### src/rtl/mips32_alu_pkg.sv
// Shared constants for the MIPS32 execute-stage ALU.
// Operator encodings are the decoder's OPERATOR field values.
package mips32_alu_pkg;

  localparam int WORD_LEN     = 32;
  localparam int OPERATOR_LEN = 4;
  localparam int SHAMT_LEN    = 5;

  localparam logic [OPERATOR_LEN-1:0] OPERATOR_ADD = 4'd0;
  localparam logic [OPERATOR_LEN-1:0] OPERATOR_SUB = 4'd1;
  localparam logic [OPERATOR_LEN-1:0] OPERATOR_AND = 4'd2;
  localparam logic [OPERATOR_LEN-1:0] OPERATOR_OR  = 4'd3;
  localparam logic [OPERATOR_LEN-1:0] OPERATOR_NOR = 4'd4;
  localparam logic [OPERATOR_LEN-1:0] OPERATOR_XOR = 4'd5;
  localparam logic [OPERATOR_LEN-1:0] OPERATOR_SLA = 4'd6;
  localparam logic [OPERATOR_LEN-1:0] OPERATOR_SLL = 4'd7;
  localparam logic [OPERATOR_LEN-1:0] OPERATOR_SRA = 4'd8;
  localparam logic [OPERATOR_LEN-1:0] OPERATOR_SRL = 4'd9;

  typedef enum logic [1:0] {
    SH_LEFT  = 2'd0,
    SH_LOGIC = 2'd1,
    SH_ARITH = 2'd2
  } shift_mode_e;

  function automatic logic [WORD_LEN-1:0] bit_rev(
    input logic [WORD_LEN-1:0] v
  );
    logic [WORD_LEN-1:0] r;
    for (int i = 0; i < WORD_LEN; i++) begin
      r[i] = v[WORD_LEN-1-i];
    end
    return r;
  endfunction

endpackage

### src/rtl/mips32_alu_if.sv
// Operand/result bundle between decoder, ALU and write-back.
// Flag signals exist only when ALU_FLAGS_EN is defined.
interface mips32_alu_if;

  logic [mips32_alu_pkg::WORD_LEN-1:0]     OPERAND1;
  logic [mips32_alu_pkg::WORD_LEN-1:0]     OPERAND2;
  logic [mips32_alu_pkg::OPERATOR_LEN-1:0] OPERATOR;
  logic [mips32_alu_pkg::WORD_LEN-1:0]     ALU_OUT;

`ifdef ALU_FLAGS_EN
  logic ZERO;
  logic CARRY;
  logic OVERFLOW;

  modport master (
    output OPERAND1,
    output OPERAND2,
    output OPERATOR,
    input  ALU_OUT,
    input  ZERO,
    input  CARRY,
    input  OVERFLOW
  );

  modport slave (
    input  OPERAND1,
    input  OPERAND2,
    input  OPERATOR,
    output ALU_OUT,
    output ZERO,
    output CARRY,
    output OVERFLOW
  );
`else
  modport master (
    output OPERAND1,
    output OPERAND2,
    output OPERATOR,
    input  ALU_OUT
  );

  modport slave (
    input  OPERAND1,
    input  OPERAND2,
    input  OPERATOR,
    output ALU_OUT
  );
`endif

endinterface

### src/rtl/mips32_alu_shifter.sv
// Combinational 5-stage barrel shifter.
// Left shifts reuse the right-shift stages on a bit-reversed word.
module mips32_alu_shifter
  import mips32_alu_pkg::*;
(
  input  logic [WORD_LEN-1:0]  value_i,
  input  logic [SHAMT_LEN-1:0] amount_i,
  input  shift_mode_e          mode_i,
  output logic [WORD_LEN-1:0]  result_o
);

  logic                is_left;
  logic                fill;
  logic [WORD_LEN-1:0] stage [SHAMT_LEN+1];

  assign is_left  = (mode_i == SH_LEFT);
  assign fill     = (mode_i == SH_ARITH) & value_i[WORD_LEN-1];
  assign stage[0] = is_left ? bit_rev(value_i) : value_i;

  for (genvar k = 0; k < SHAMT_LEN; k++) begin : g_stage
    localparam int S = 2 ** k;
    assign stage[k+1] = amount_i[k]
      ? {{S{fill}}, stage[k][WORD_LEN-1:S]}
      : stage[k];
  end

  assign result_o = is_left
    ? bit_rev(stage[SHAMT_LEN])
    : stage[SHAMT_LEN];

endmodule

### src/rtl/mips32_alu.sv
// Registered 32-bit ALU for the execute stage, one-cycle latency.
// Define ALU_FLAGS_EN to add registered ZERO/CARRY/OVERFLOW outputs.
module mips32_alu
  import mips32_alu_pkg::*;
(
  input  logic         CLK,
  input  logic         RST_N,
  mips32_alu_if.slave  bus
);

  logic [WORD_LEN-1:0]     a;
  logic [WORD_LEN-1:0]     b;
  logic [OPERATOR_LEN-1:0] op;
  logic                    is_sub;
  logic [WORD_LEN-1:0]     b_eff;
  logic [WORD_LEN-1:0]     sum;
  logic [WORD_LEN-1:0]     sh_res;
  shift_mode_e             sh_mode;
  logic [WORD_LEN-1:0]     alu_out_d;
  logic [WORD_LEN-1:0]     alu_out_q;

  assign a      = bus.OPERAND1;
  assign b      = bus.OPERAND2;
  assign op     = bus.OPERATOR;
  assign is_sub = (op == OPERATOR_SUB);
  // Subtract as A + ~B + 1 so one adder serves both ops
  assign b_eff  = is_sub ? ~b : b;

`ifdef ALU_FLAGS_EN
  logic carry_w;
  assign {carry_w, sum} =
    {1'b0, a} + {1'b0, b_eff}
    + {{WORD_LEN{1'b0}}, is_sub};
`else
  assign sum = a + b_eff
    + {{(WORD_LEN-1){1'b0}}, is_sub};
`endif

  always_comb begin
    sh_mode = SH_LEFT;
    unique case (op)
      OPERATOR_SRA: sh_mode = SH_ARITH;
      OPERATOR_SRL: sh_mode = SH_LOGIC;
      default:      sh_mode = SH_LEFT;
    endcase
  end

  mips32_alu_shifter u_shifter (
    .value_i  (a),
    .amount_i (b[SHAMT_LEN-1:0]),
    .mode_i   (sh_mode),
    .result_o (sh_res)
  );

  always_comb begin
    alu_out_d = '0;
    unique case (op)
      OPERATOR_ADD: alu_out_d = sum;
      OPERATOR_SUB: alu_out_d = sum;
      OPERATOR_AND: alu_out_d = a & b;
      OPERATOR_OR:  alu_out_d = a | b;
      OPERATOR_NOR: alu_out_d = ~(a | b);
      OPERATOR_XOR: alu_out_d = a ^ b;
      OPERATOR_SLA: alu_out_d = sh_res;
      OPERATOR_SLL: alu_out_d = sh_res;
      OPERATOR_SRA: alu_out_d = sh_res;
      OPERATOR_SRL: alu_out_d = sh_res;
      default:      alu_out_d = '0;
    endcase
  end

  always_ff @(posedge CLK or negedge RST_N) begin
    if (!RST_N) begin
      alu_out_q <= '0;
    end else begin
      alu_out_q <= alu_out_d;
    end
  end

  assign bus.ALU_OUT = alu_out_q;

`ifdef ALU_FLAGS_EN
  logic is_arith;
  logic zero_d;
  logic carry_d;
  logic ovf_d;
  logic zero_q;
  logic carry_q;
  logic ovf_q;

  assign is_arith = (op == OPERATOR_ADD) | is_sub;
  assign zero_d   = (alu_out_d == '0);
  assign carry_d  = is_arith & carry_w;
  // Overflow: operands agree in sign but the sum does not
  assign ovf_d    = is_arith
    & (a[WORD_LEN-1] == b_eff[WORD_LEN-1])
    & (sum[WORD_LEN-1] != a[WORD_LEN-1]);

  always_ff @(posedge CLK or negedge RST_N) begin
    if (!RST_N) begin
      zero_q  <= 1'b0;
      carry_q <= 1'b0;
      ovf_q   <= 1'b0;
    end else begin
      zero_q  <= zero_d;
      carry_q <= carry_d;
      ovf_q   <= ovf_d;
    end
  end

  assign bus.ZERO     = zero_q;
  assign bus.CARRY    = carry_q;
  assign bus.OVERFLOW = ovf_q;
`endif

endmodule

### src/flat_wrapper.sv
// flat-port wrapper written by rule: the top's interface ports become plain ports
module mips32_alu_flat import mips32_alu_pkg::*;
  (CLK, RST_N, bus_OPERAND1, bus_OPERAND2, bus_OPERATOR, bus_ALU_OUT);
  mips32_alu_if bus_i ();
  input  logic CLK;
  input  logic RST_N;
  input wire logic [$bits(bus_i.OPERAND1)-1:0] bus_OPERAND1;
  input wire logic [$bits(bus_i.OPERAND2)-1:0] bus_OPERAND2;
  input wire logic [$bits(bus_i.OPERATOR)-1:0] bus_OPERATOR;
  output wire logic [$bits(bus_i.ALU_OUT)-1:0] bus_ALU_OUT;
  assign bus_i.OPERAND1 = bus_OPERAND1;
  assign bus_i.OPERAND2 = bus_OPERAND2;
  assign bus_i.OPERATOR = bus_OPERATOR;
  assign bus_ALU_OUT = bus_i.ALU_OUT;
  mips32_alu u_core (.CLK(CLK), .RST_N(RST_N), .bus(bus_i));
endmodule
### config.mk
export PLATFORM = sky130hd
export DESIGN_NAME = mips32_alu_flat
export DESIGN_NICKNAME = d
export VERILOG_FILES = /design/src/rtl/mips32_alu_pkg.sv /design/src/rtl/mips32_alu_if.sv /design/src/rtl/mips32_alu_shifter.sv /design/src/rtl/mips32_alu.sv /design/src/flat_wrapper.sv
export SDC_FILE = /design/constraint.sdc
export NUM_CORES = 1
export LEC_CHECK = 0
export ABC_AREA = 1
export BUFFER_PORTS_ARGS = -buffer_cell sky130_fd_sc_hd__buf_4
export CORE_MARGIN = 5
export CORE_UTILIZATION = 25
export CTS_BUF_LIST = sky130_fd_sc_hd__clkbuf_8
export CTS_CLUSTER_SIZE = 25
export DETAILED_ROUTE_END_ITERATION = 8
export HOLD_SLACK_MARGIN = 0.06
export SLEW_MARGIN = 20
export SYNTH_ARGS = -nofsm -noshare
export SYNTH_HDL_FRONTEND = slang
export SYNTH_SLANG_ARGS = --single-unit
### constraint.sdc
create_clock -name CLK -period 0.8 [get_ports CLK]
set_input_delay 0.16 -clock CLK [delete_from_list [all_inputs] [get_ports CLK]]
set_output_delay 0.16 -clock CLK [all_outputs]
set_load 0.02 [all_outputs]
==> impl_results.md, run 1 <==
* Outcome: finished, violations left
* Violated checks: setup timing
* Largest net degree at the start of global routing at 41
* CTS root buffer: clkbuf_8
* Critical path's slowest cell: ha_2
* Number of H-tree levels at 2
* Pins Over Slew Limit at 0
* Via/cell ratio at roughly 5.4
* PwrDens at between 900 and 1000 nW/um2
* Total CTS buffers at 5
* CTS tree: built
* Synth unique cells at 43
* Non-Filler Instances at around 2100
* Gp weighted congestion at 1.027
* Hold Violations, Final at 0
* Max-Slew Margin vs Limit at 0.6173
* Number of enable flip-flop cells after synthesis at 0
* Placed cells at roughly 2000
* Crit path capture type: flop
* Syn_nets at 1514
* Peak Freq at around 420 MHz
* Sink Count at 32
* DP HPWL at between 30 and 40 mm
* Vias in the first global route at 10680
* WL final at ~45 mm
* CP startpoint kind: primary input
* Main synth FF type: dfrtp_1
* CP dominant cell by count: nand2_1
* Final #Nets at 1875
* CTS clock-pin slew for the worst setup and hold paths at roughly 80 ps
* Core Box Area at 30830 um2
* GRT Resource Usage Total at 0.2378
* Largest cells by area after synthesis: nand3_1, ha_1, nand2_1, dfrtp_1, inv_1
* Initial DRC count at about 1400
* RSZ-0062 raised after global routing: yes
* Max-cap viol count at 0
* Commonest cells post-synth: nand3_1, nand2_1, inv_1
* Util after Layout at 0.4415
* PortBufs at slightly above 100
* Flops & latches, synth at 32
* Leak Pwr at 0.006673 uW
* Post-Syn Area at about 7900 um2
* Yosys top cell area share at 0.2645
* Initial antenna violation count at 0
* Crit path largest cell delay at a little over 400 ps
* Layout fillers at 3155
* DRT Pass-1 Iters at 6
* WL per Instance at 21.31 um
* Slew @ Worst Pin at 574.0 ps
* Ys Warns at 0
* Max FO, Critical Path at 8
* Final setup fails at 64
* CTS Buffer Depth at 2
* DR DRC count at 0
* Yosys top cell by area: nand3_1
* Share of layout cells above drive strength 1 at 0.4367
* Fin crit share at 2.955
* Worst min path class: in -> async
* Die Area at between 30000 and 40000 um2
* GRT overflow at 0
* Fraction of registers with async set/reset at 1.000
* Antenna-violating nets left at 0
* Minimum clock period at ~2400 ps
* Area growth syn-to-layout at 73.34%
* Critical Path AT at approximately 2500 ps
* Mapped Cells at 1344
* Site Rows at between 60 and 70
* Data required time of the critical path at roughly 900 ps
* Pre-CTS setup slack at -2169 ps
* Crit Path Class: in -> reg
* Global-route wire length before repair at roughly 65 mm
* IO Pins at about 100
* Die width at between 150 and 200 um
* Seq/Total Area, Yosys at 0.1020
* Avg Cell Area, Syn at between 5 and 6 um2
* CP Cell Sequence: buf_12, inv_16, nand2_8, nor2_4, buf_8, buf_12, xor2_2, ha_2, nand2_4, buf_4, nor4_2, nand2_1, nand2_4, nand3_2, nand2_1, nand2_1, nand3_2, nand4_1
* Setup WS post-layout at -1564 ps
* Initial Util at 0.2547
* CP Buf/Inv Count at 5
* Routed vias at 11430
* Die height at approximately 190 um
* Most frequent cell after synthesis: nand3_1
* Antenna Cells at 0
* VDD IR max at roughly 700 uV
* Max reg flops at 32
* Critical path's top delay family: simple AND/OR/NAND/NOR gates
==> power by group <==
part	internal [uW]	leakage, uW	switching, uW
Clock	922	0.0000541	658
Combinational	4270	0.00621	5520
Sequential	1830	0.000412	140
==> kinds of logic (layout without fill, tap and decap cells) <==
logic type | Yosys count | after routing | synth area share
XOR/XNOR | 33 | 33 | 0.03681
buffers and inverters | 212 | 574 | 0.1109
flip-flops | 32 | 32 | 0.1020
adder cells (fa/ha/maj) | 100 | 100 | 0.1603
AND/OR/NAND/NOR | 815 | 815 | 0.4713
AO/OA/AOI/OAI | 152 | 152 | 0.1187
==> worst max-delay path by stage <==
stage	slack, ps	cells past startpoint	start	endpoint
global placement	-2150	19	bus_OPERATOR[2]	u_core.bus.ALU_OUT[31]
global route	-1630	18	bus_OPERATOR[2]	u_core.bus.ALU_OUT[29]
floorplan	-1280	14	bus_OPERATOR[2]	u_core.bus.ALU_OUT[14]
finish	-1560	18	bus_OPERATOR[2]	u_core.bus.ALU_OUT[29]
CTS	-1500	22	bus_OPERATOR[1]	u_core.bus.ALU_OUT[31]
detailed placement	-2170	19	bus_OPERATOR[2]	u_core.bus.ALU_OUT[31]
==> per-layer routing <==
metal,vias up,track usage,routed length [um],share of wire
li1,5317,-,-,-
met1,5423,0.3385,19470,0.43
met2,599,0.3767,19670,0.44
met3,89,0.03565,3896,0.087
met4,0,0.06058,1769,0.039
met5,-,0,0,0
==> area by class of cell <==
class                           count  area (um2)  area share
Tap cell                          396       495.5     0.03640
Sequential cell                    32       800.8     0.05883
Multi-Input combinational cell   1100        7828      0.5751
Clock inverter                      3       42.54    0.003125
Clock buffer                        5       68.82    0.005056
Timing Repair Buffer              425        3816      0.2804
Inverter                          141       560.5     0.04118
==> timing repair <==
item	in CTS	in global routing
pin swaps	83	95
hold endpoints to repair	32	0
cloned	4	2
hold buffers	1	0
endpoints found under the setup margin	64	64
resized for setup	208	190
buffers inserted	32	23
==> cells in the final DEF, fill, tap and decap left out, types with 4 or more instances in the layout <==
| master | Yosys | layout |
|---|---|---|
| buf_6 | 5 | 51 |
| o21ai_1 | 0 | 10 |
| inv_1 | 137 | 127 |
| o21ai_0 | 54 | 30 |
| buf_16 | 0 | 4 |
| nand2_2 | 3 | 41 |
| dfrtp_1 | 32 | 32 |
| a21o_1 | 4 | 4 |
| nand2_1 | 295 | 244 |
| nand3_2 | 0 | 117 |
| ha_4 | 0 | 7 |
| nor2_1 | 57 | 35 |
| ha_1 | 99 | 89 |
| a21oi_1 | 45 | 10 |
| a221oi_1 | 23 | 23 |
| nand3_4 | 0 | 9 |
| nand3_1 | 415 | 289 |
| nand3b_1 | 4 | 4 |
| nand4_1 | 23 | 23 |
| buf_12 | 0 | 23 |
| a21oi_2 | 0 | 30 |
| buf_4 | 3 | 340 |
| o21a_1 | 4 | 4 |
| o21ai_2 | 0 | 10 |
| xor2_1 | 30 | 13 |
| nor2_2 | 2 | 19 |
| xor2_4 | 0 | 5 |
| xor2_2 | 0 | 12 |
| inv_2 | 1 | 8 |
| a21oi_4 | 0 | 5 |
| nor2_4 | 1 | 6 |
| nand2_4 | 0 | 12 |
| clkbuf_8 | 0 | 6 |
| nor3_2 | 1 | 5 |
| o21ai_4 | 0 | 4 |
==> stage by stage <==
stage          setup TNS (ps)  power [uW]  instance area (um2)  hold WS (ps)
3_3_place_gp           -56920        9669                11230         124.9
4_1_cts                -48500       12280                12510         361.6
6_report               -49740       13340                13610         351.0
5_1_grt                -53540       14060                13610         395.8
2_1_floorplan          -36440        5730                 8085        -135.6
3_5_place_dp           -57720        9690                11230         124.6
(Power assumes the default switching activity.)
==> run 2: changes to the inputs <==
--- a/config.mk
+++ b/config.mk
@@ -8,11 +8,12 @@
 export ABC_AREA = 1
 export BUFFER_PORTS_ARGS = -buffer_cell sky130_fd_sc_hd__buf_4
 export CORE_MARGIN = 5
-export CORE_UTILIZATION = 25
+export CORE_UTILIZATION = 30
 export CTS_BUF_LIST = sky130_fd_sc_hd__clkbuf_8
 export CTS_CLUSTER_SIZE = 25
 export DETAILED_ROUTE_END_ITERATION = 8
 export HOLD_SLACK_MARGIN = 0.06
+export SKIP_LAST_GASP = 1
 export SLEW_MARGIN = 20
 export SYNTH_ARGS = -nofsm -noshare
 export SYNTH_HDL_FRONTEND = slang
==> run 2 against run 1 <==
Net effect: the run still ends with setup timing left; total power rose by 0.78%; worst hold slack got worse by 19 ps; utilization up 8.2 points; global-route usage is 4.7 points higher; combinational power up 1%; sequential share of layout area about the same; critical path depth down 1; cell area shrank 0.36%; via count shrank 0.31%; final cell count fell by 2.8%; clock-buffer cell count stayed put; largest power group unchanged.
==> impl_results.md, run 2 (synthesized netlist as in run 1, its figures left out) <==
* RSZ-0062 raised after global routing: yes (unchanged)
* GRT Resource Usage Total at 0.2852 (was 0.2378)
* Vias in the first global route at 10610 (was 10680)
* Setup crit start: bus_OPERATOR[2] (unchanged)
* Psw at 6343 uW (was 6319 uW)
* Area growth syn-to-layout at 72.72% (was 73.34%)
* Clock share of power at 0.117 (was 0.118)
* Critical path destination: u_core.bus.ALU_OUT[29] (unchanged)
* DR top layer: met5 (was met4)
* P_int at 7102 uW (was 7023 uW)
* Share of layout cells above drive strength 1 at 0.4233 (was 0.4367)
* Die Area at 29510 um2 (was 35060 um2)
* VDD IR max at 928.9 uV (was 718.6 uV)
* GRT overflow at 0 (unchanged)
* DP HPWL at 35.46 mm (was 35.77 mm)
* Antenna Cells at 0 (unchanged)
* Aggregate negative setup slack at -48720 ps (was -49740 ps)
* Layout fillers at 2530 (was 3155)
* Data required time of the critical path at 950 ps (was 920 ps)
* CP Buf/Inv Count at 6 (was 5)
* Initial Util at 0.3031 (was 0.2547)
* Routed vias at 11390 (was 11430)
* Peak Freq at 436.5 MHz (was 423.0 MHz)
* PwrDens at 991.4 nW/um2 (was 980.2 nW/um2)
* Gp weighted congestion at 1.014 (was 1.027)
* Slew @ Worst Pin at 467.3 ps (was 574.0 ps)
* Core Box Area at 25910 um2 (was 30830 um2)
* Comb pwr share at 0.738 (was 0.734)
* Levels on crit path at 17 (was 18)
* Via/cell ratio at 5.577 (was 5.437)
* Storage cell area at 802.0 um2 (was 800.8 um2)
* Hold Violations, Final at 0 (unchanged)
* Sink Count at 32 (unchanged)
* CP startpoint kind: primary input (unchanged)
* Violated checks: setup timing (unchanged)
* Final #Nets at 1877 (was 1875)
* Initial antenna violation count at 1 (was 0)
* Crit Path Class: in -> reg (unchanged)
* Worst min path class: in -> async (unchanged)
* CTS tree: built (unchanged)
* CTS root buffer: clkbuf_8 (unchanged)
* WL met3 at 3.904 mm (was 3.896 mm)
* Number of H-tree levels at 2 (unchanged)
* Antenna-violating nets left at 0 (unchanged)
* PortBufs at 101 (unchanged)
* DR DRC count at 0 (unchanged)
* WL per Instance at 21.45 um (was 21.31 um)
* Pins Over Slew Limit at 0 (unchanged)
* CTS clock-pin slew for the worst setup and hold paths at 90 ps (was 80 ps)
* Crit path largest cell delay at 270 ps (was 410 ps)
* Max-Slew Margin vs Limit at 0.6885 (was 0.6173)
* Sw Share at 0.4718 (was 0.4736)
* Critical path's slowest cell: ha_1 (was ha_2)
* Die height at 171.8 um (was 187.2 um)
* Total CTS buffers at 5 (unchanged)
* Outcome: finished, violations left (unchanged)
* Pre-CTS setup slack at -2176 ps (was -2169 ps)
* DP Area at 11220 um2 (was 11230 um2)
* Area of the multi-input gates at 7861 um2 (was 7828 um2)
* WL final at 43.83 mm (was 44.80 mm)
* Final setup fails at 64 (unchanged)
* Minimum clock period at 2291 ps (was 2364 ps)
* Most common cell after layout, fill and taps aside: buf_4 (unchanged)
* Fin area at 13560 um2 (was 13610 um2)
* Max-cap viol count at 0 (unchanged)
* CP Cell Sequence: buf_12, inv_16, nand2_8, nor2_4, buf_12, buf_16, xor2_1, ha_1, a21oi_1, inv_1, a31oi_4, o21ai_4, buf_4, a21oi_4, nand3_2, nand3_2, nand4_1 (was buf_12, inv_16, nand2_8, nor2_4, buf_8, buf_12, xor2_2, ha_2, nand2_4, buf_4, nor4_2, nand2_1, nand2_4, nand3_2, nand2_1, nand2_1, nand3_2, nand4_1)
* Largest net degree at the start of global routing at 41 (unchanged)
* Setup WS post-layout at -1491 ps (was -1564 ps)
* Met1 WL at 18.84 mm (was 19.47 mm)
* IO Pins at 102 (unchanged)
* Crit path capture type: flop (unchanged)
* Fin crit share at 2.863 (was 2.955)
* Most frequent cells in the layout: buf_4, nand3_1, nand2_1 (unchanged)
* Critical Path AT at 2440 ps (was 2480 ps)
* DRT Pass-1 Iters at 6 (unchanged)
* Max FO, Critical Path at 7 (was 8)
* Die width at 171.8 um (was 187.2 um)
* Critical path's top delay family: buffers and inverters (was simple AND/OR/NAND/NOR gates)
* WHS at 332.0 ps (was 351.0 ps)
* Met2 Routed Length at 19.02 mm (was 19.67 mm)
* Leak Pwr at 0.006682 uW (was 0.006673 uW)
* CTS Buffer Depth at 2 (unchanged)
* Sequential share of power at 0.145 (was 0.147)
* Util after Layout at 0.5234 (was 0.4415)
* Initial DRC count at 1473 (was 1434)
* Global-route wire length before repair at 63.87 mm (was 65.19 mm)
* Site Rows at 59 (was 64)
* Max reg flops at 32 (unchanged)
-- run 2: cell type report --
| cell class | instances | share of cell area |
|---|---|---|
| Clock inverter | 3 | 0.003137 |
| Tap cell | 335 | 0.03090 |
| Timing Repair Buffer | 427 | 0.2808 |
| Inverter | 141 | 0.04133 |
| Sequential cell | 32 | 0.05913 |
| Clock buffer | 5 | 0.005074 |
| Multi-Input combinational cell | 1100 | 0.5796 |
-- run 2: timing repair --
| action | 4_1_cts | 5_1_grt |
|---|---|---|
| endpoints found under the setup margin | 64 | 64 |
| pin swaps | 132 | 103 |
| hold endpoints to repair | 32 | 0 |
| buffers inserted | 37 | 12 |
| resized for setup | 261 | 144 |
| gates cloned | 3 | 1 |
| hold buffers | 1 | 0 |
-- run 2: routing by layer --
layer	up-vias	GRT usage
li1	5331	-
met4	2	0.1018
met3	110	0.03218
met1	5351	0.4093
met5	-	0
met2	599	0.4415
-- run 2: power groups by stage --
stage | clock, uW | sequential (uW) | combinational [uW]
finish | 1570 | 1950 | 9920
global route | 1670 | 1970 | 10600
CTS | 1590 | 1950 | 8920
detailed placement | 0 | 1940 | 7650
global placement | 0 | 1940 | 7620
floorplan | 0 | 2190 | 3540
-- run 2: worst min path at each step --
stage | end | from | depth (start not counted) | slack, ps
floorplan | u_core.bus.ALU_OUT[0] | RST_N | 0 | -140
global placement | u_core.bus.ALU_OUT[9] | RST_N | 1 | 120
detailed placement | u_core.bus.ALU_OUT[12] | RST_N | 1 | 120
CTS | u_core.bus.ALU_OUT[12] | RST_N | 2 | 340
global route | u_core.bus.ALU_OUT[12] | RST_N | 2 | 370
finish | u_core.bus.ALU_OUT[12] | RST_N | 2 | 330
-- run 2: stage by stage --
step                power [uW]  std cells
floorplan                 5730       1344
global placement          9552       1986
detailed placement        9592       1986
CTS                      12460       2031
global route             14200       2043
finish                   13450       2043
==> run 3: changes to the inputs <==
--- a/config.mk
+++ b/config.mk
@@ -8,13 +8,15 @@
 export ABC_AREA = 1
 export BUFFER_PORTS_ARGS = -buffer_cell sky130_fd_sc_hd__buf_4
 export CORE_MARGIN = 5
-export CORE_UTILIZATION = 30
+export CORE_UTILIZATION = 60
 export CTS_BUF_LIST = sky130_fd_sc_hd__clkbuf_8
 export CTS_CLUSTER_SIZE = 25
 export DETAILED_ROUTE_END_ITERATION = 8
 export HOLD_SLACK_MARGIN = 0.06
+export PLACE_DENSITY = 0.82
 export SKIP_LAST_GASP = 1
 export SLEW_MARGIN = 20
 export SYNTH_ARGS = -nofsm -noshare
 export SYNTH_HDL_FRONTEND = slang
 export SYNTH_SLANG_ARGS = --single-unit
+export TNS_END_PERCENT = 30
==> run 3 against run 2 <==
Net effect: the flow now stops in global routing (5_1_grt); synthesized cell count unchanged; synthesized area unchanged.
==> impl_results.md, run 3 <==
* IO Pins at 102 (unchanged)
* Site Rows at 41 (was 59)
* CTS root buffer: clkbuf_8 (unchanged)
* Ys Warns at 0 (unchanged)
* Initial Util at 0.6172 (was 0.3031)
* CTS Buffer Depth at 2 (unchanged)
* Largest net degree at the start of global routing at just over 40
* Number of H-tree levels at 2 (unchanged)
* Total CTS buffers at 5 (unchanged)
* Placed cells at 1793 (was 1986)
* GRT overflow at 436
* Avg Cell Area, Syn at 5.843 um2 (unchanged)
* Seq/Total Area, Yosys at 0.1020 (unchanged)
* Last flow stage reached: global routing (5_1_grt)
* Worst EP kind: register input
* Syn_nets at 1514 (unchanged)
* Die height at 124.4 um (was 171.8 um)
* DP HPWL at 29.25 mm (was 35.46 mm)
* Yosys top cell by area: nand3_1 (unchanged)
* Synth unique cells at 43 (unchanged)
* Most frequent cell after synthesis: nand3_1 (unchanged)
* PortBufs at 101 (unchanged)
* Die width at 124.4 um (was 171.8 um)
* Largest cells by area after synthesis: nand3_1, ha_1, nand2_1, dfrtp_1, inv_1 (unchanged)
* Worst Endpoint after GRT Repair: u_core.bus.ALU_OUT[31]$_DFF_PN0_/D
* Number of enable flip-flop cells after synthesis at 0 (unchanged)
* Flops & latches, synth at 32 (unchanged)
* Fraction of registers with async set/reset at 1.000 (unchanged)
* Err: [ERROR GRT-0232] Routing congestion too high. Check the congestion heatmap in the GUI.
* Commonest cells post-synth: nand3_1, nand2_1, inv_1 (unchanged)
* Mapped Cells at 1344 (unchanged)
* Main synth FF type: dfrtp_1 (unchanged)
* Pre-CTS setup slack at -2031 ps (was -2176 ps)
* Sink Count at 32 (unchanged)
* GRT Resource Usage Total at 0.8501
* Yosys top cell area share at 0.2645 (unchanged)
* Outcome: stopped before the end (was finished, violations left)
* Gp weighted congestion at 1.199 (was 1.014)
* Post-Syn Area at 7853 um2 (unchanged)
[run 3: logic make-up after synthesis]
kind of cell | share of synthesized area
adders and majority gates | 0.1603
xor gates and xnor gates | 0.03681
buffers and inverters | 0.1109
DFF | 0.1020
and+or+nand+nor | 0.4713
AOI/OAI and AO/OA | 0.1187
[run 3: per-stage QoR]
| step | instance area (um2) | hold slack, ps |
|---|---|---|
| floorplan | 8003 | -135.6 |
| global placement | 10640 | 108.4 |
| detailed placement | 10640 | 113.2 |
| CTS | 11480 | 357.9 |
[run 3: repair_timing]
item	in CTS
resized for setup	131
endpoints found under the setup margin	64
cloned	2
pin swaps	60
hold endpoints to repair	32
hold buffers	1
buffers inserted	23
[run 3: metal layers]
metal / GRT overflow / global-route usage
met4: 118 / 0.8865
met3: 7 / 0.7251
met2: 305 / 1.011
met1: 6 / 0.8158
met5: 0 / 0.3856
==> run 4: changes to the inputs <==
--- a/config.mk
+++ b/config.mk
@@ -8,12 +8,9 @@
 export ABC_AREA = 1
 export BUFFER_PORTS_ARGS = -buffer_cell sky130_fd_sc_hd__buf_4
 export CORE_MARGIN = 5
-export CORE_UTILIZATION = 60
-export CTS_BUF_LIST = sky130_fd_sc_hd__clkbuf_8
-export CTS_CLUSTER_SIZE = 25
+export CORE_UTILIZATION = 40
 export DETAILED_ROUTE_END_ITERATION = 8
-export HOLD_SLACK_MARGIN = 0.06
-export PLACE_DENSITY = 0.82
+export PLACE_DENSITY_LB_ADDON = 0.15
 export SKIP_LAST_GASP = 1
 export SLEW_MARGIN = 20
 export SYNTH_ARGS = -nofsm -noshare
==> run 4 against run 3 <==
Net effect: the flow now finishes, with violations (setup timing).
==> impl_results.md, run 4 (synthesized netlist as in run 1, its figures left out) <==
* Outcome: finished, violations left (was stopped before the end)
* Violated checks: setup timing
* CTS tree: built
* DRT Pass-1 Iters at 8
* Site Rows at 51 (was 41)
* IO Pins at 102 (unchanged)
* Critical Path AT at 2500 ps
* Largest net degree at the start of global routing at between 40 and 50
* Via/cell ratio at 5.848
* Area growth syn-to-layout at 64.98%
* GRT overflow at 0
* Most common cell after layout, fill and taps aside: nand3_1
* CP Buf/Inv Count at 6
* Antenna Cells at 0
* Share of layout cells above drive strength 1 at 0.3818
* Sink Count at 32 (unchanged)
* Initial Util at 0.4048 (was 0.6172)
* CTS clock-pin slew for the worst setup and hold paths at approximately 70 ps
* CTS Buffer Depth at 2 (unchanged)
* Critical path's top delay family: simple AND/OR/NAND/NOR gates
* Leak Pwr at approximately 0.0065 uW
* Pins Over Slew Limit at 0
* Final #Nets at approximately 1900
* Initial DRC count at 1487
* Most frequent cells in the layout: nand3_1, buf_4, nand2_1
* VDD IR max at approximately 1100 uV
* GRT Resource Usage Total at 0.3636
* CP startpoint kind: primary input
* PwrDens at between 1000 and 1500 nW/um2
* Sequential share of power at 0.140
* Hold Violations, Final at 0
* Clock share of power at 0.181
* DP Area at 11220 um2 (was 10640 um2)
* Crit path capture type: flop
* Die height at 150.1 um (was 124.4 um)
* Gp weighted congestion at 1.030 (was 1.199)
* Slew @ Worst Pin at ~970 ps
* CP Cell Sequence: buf_8, inv_12, nand2_8, nor2_4, buf_12, xor2_1, ha_1, a21oi_2, buf_4, nor2_4, nor2_2, buf_4, inv_4, nor2_2, nand2_1, or2_4, nand3_4, nand4_1
* Die Area at about 23000 um2
* Max FO, Critical Path at 7
* WHS at around 360 ps
* Fin crit share at 2.962
* Final setup fails at between 60 and 70
* Total CTS buffers at 5 (unchanged)
* Crit path largest cell delay at ~320 ps
* Peak Freq at between 400 and 500 MHz
* Psw at roughly 6300 uW
* Antenna-violating nets left at 0
* Die width at 150.1 um (was 124.4 um)
* WL per Instance at 21.55 um
* Core Box Area at ~19000 um2
* CTS root buffer: clkbuf_16 (was clkbuf_8)
* Fin area at 12950 um2
* Sw Share at 0.4533
* Max reg flops at 32
* Critical path's slowest cell: ha_1
* Global-route wire length before repair at roughly 63 mm
* RSZ-0062 raised after global routing: yes
* Data required time of the critical path at 940 ps
* Comb pwr share at 0.679
* DR DRC count at 0
* Initial antenna violation count at 1
* Number of H-tree levels at 2 (unchanged)
* WL final at 42.63 mm
* P_int at 7549 uW
* Minimum clock period at around 2400 ps
* Max-cap viol count at 0
* Pre-CTS setup slack at -1979 ps (was -2031 ps)
* Setup WS post-layout at -1570 ps
* Worst min path class: in -> reg
* Max-Slew Margin vs Limit at 0.3530
* Crit Path Class: in -> reg
* Util after Layout at 0.6678
* Vias in the first global route at ~11000
* Routed vias at 11570
* DP HPWL at 33.92 mm (was 29.25 mm)
* Aggregate negative setup slack at -50820 ps
* Layout fillers at around 1800
* PortBufs at 101 (unchanged)
[run 4: worst min-delay path, cell delays in order]
cell and delay, ps:
buf_4 120, ha_1 150, a221oi_1 100, nand4_1 90
[run 4: what timing repair did]
action | in CTS | in global routing
resized for setup | 132 | 166
endpoints found under the hold margin | 32 | 0
setup buffers | 28 | 17
hold buffers | 1 | 0
cloned | 2 | 0
pin swaps | 69 | 97
endpoints found under the setup margin | 64 | 64
[run 4: final cells by class]
| cell class | instances | area, um2 | area share |
|---|---|---|---|
| Clock buffer | 7 | 152.6 | 0.01178 |
| Clock inverter | 1 | 30.03 | 0.002318 |
| Inverter | 141 | 563.0 | 0.04346 |
| Multi-Input combinational cell | 1100 | 7417 | 0.5725 |
| Sequential cell | 32 | 800.8 | 0.06181 |
| Tap cell | 265 | 331.6 | 0.02559 |
| Timing Repair Buffer | 432 | 3660 | 0.2825 |
[run 4: per-stage QoR]
step           power (uW)  instances
2_1_floorplan        5655       1344
3_3_place_gp         9504       1931
3_5_place_dp         9535       1931
4_1_cts             12690       1969
5_1_grt             14500       1978
6_report            13810       1978
[run 4: worst paths after layout]
check	slack, ps	depth (start not counted)	end	startpoint
min in group asynchronous	370	2	u_core.bus.ALU_OUT[20]	RST_N
max	-1570	18	u_core.bus.ALU_OUT[16]	bus_OPERATOR[3]
min	360	4	u_core.bus.ALU_OUT[30]	bus_OPERAND1[30]
max in group asynchronous	100	2	u_core.bus.ALU_OUT[29]	RST_N
[run 4: power by group through the flow]
stage               combinational (uW)  sequential, uW  clock, uW
floorplan                         3460            2190          0
detailed placement                7580            1950          0
global route                      9970            1940       2590
CTS                               8290            1920       2480
finish                            9370            1930       2500
global placement                  7550            1960          0
[run 4: layer usage]
metal  global-route usage  wire, um  up-vias
met5                    0        19        -
met4               0.1048      1439        2
met3              0.04515      4104       96
met2               0.5995     19610      680
met1               0.4992     17450     5444
li1                     -         -     5345
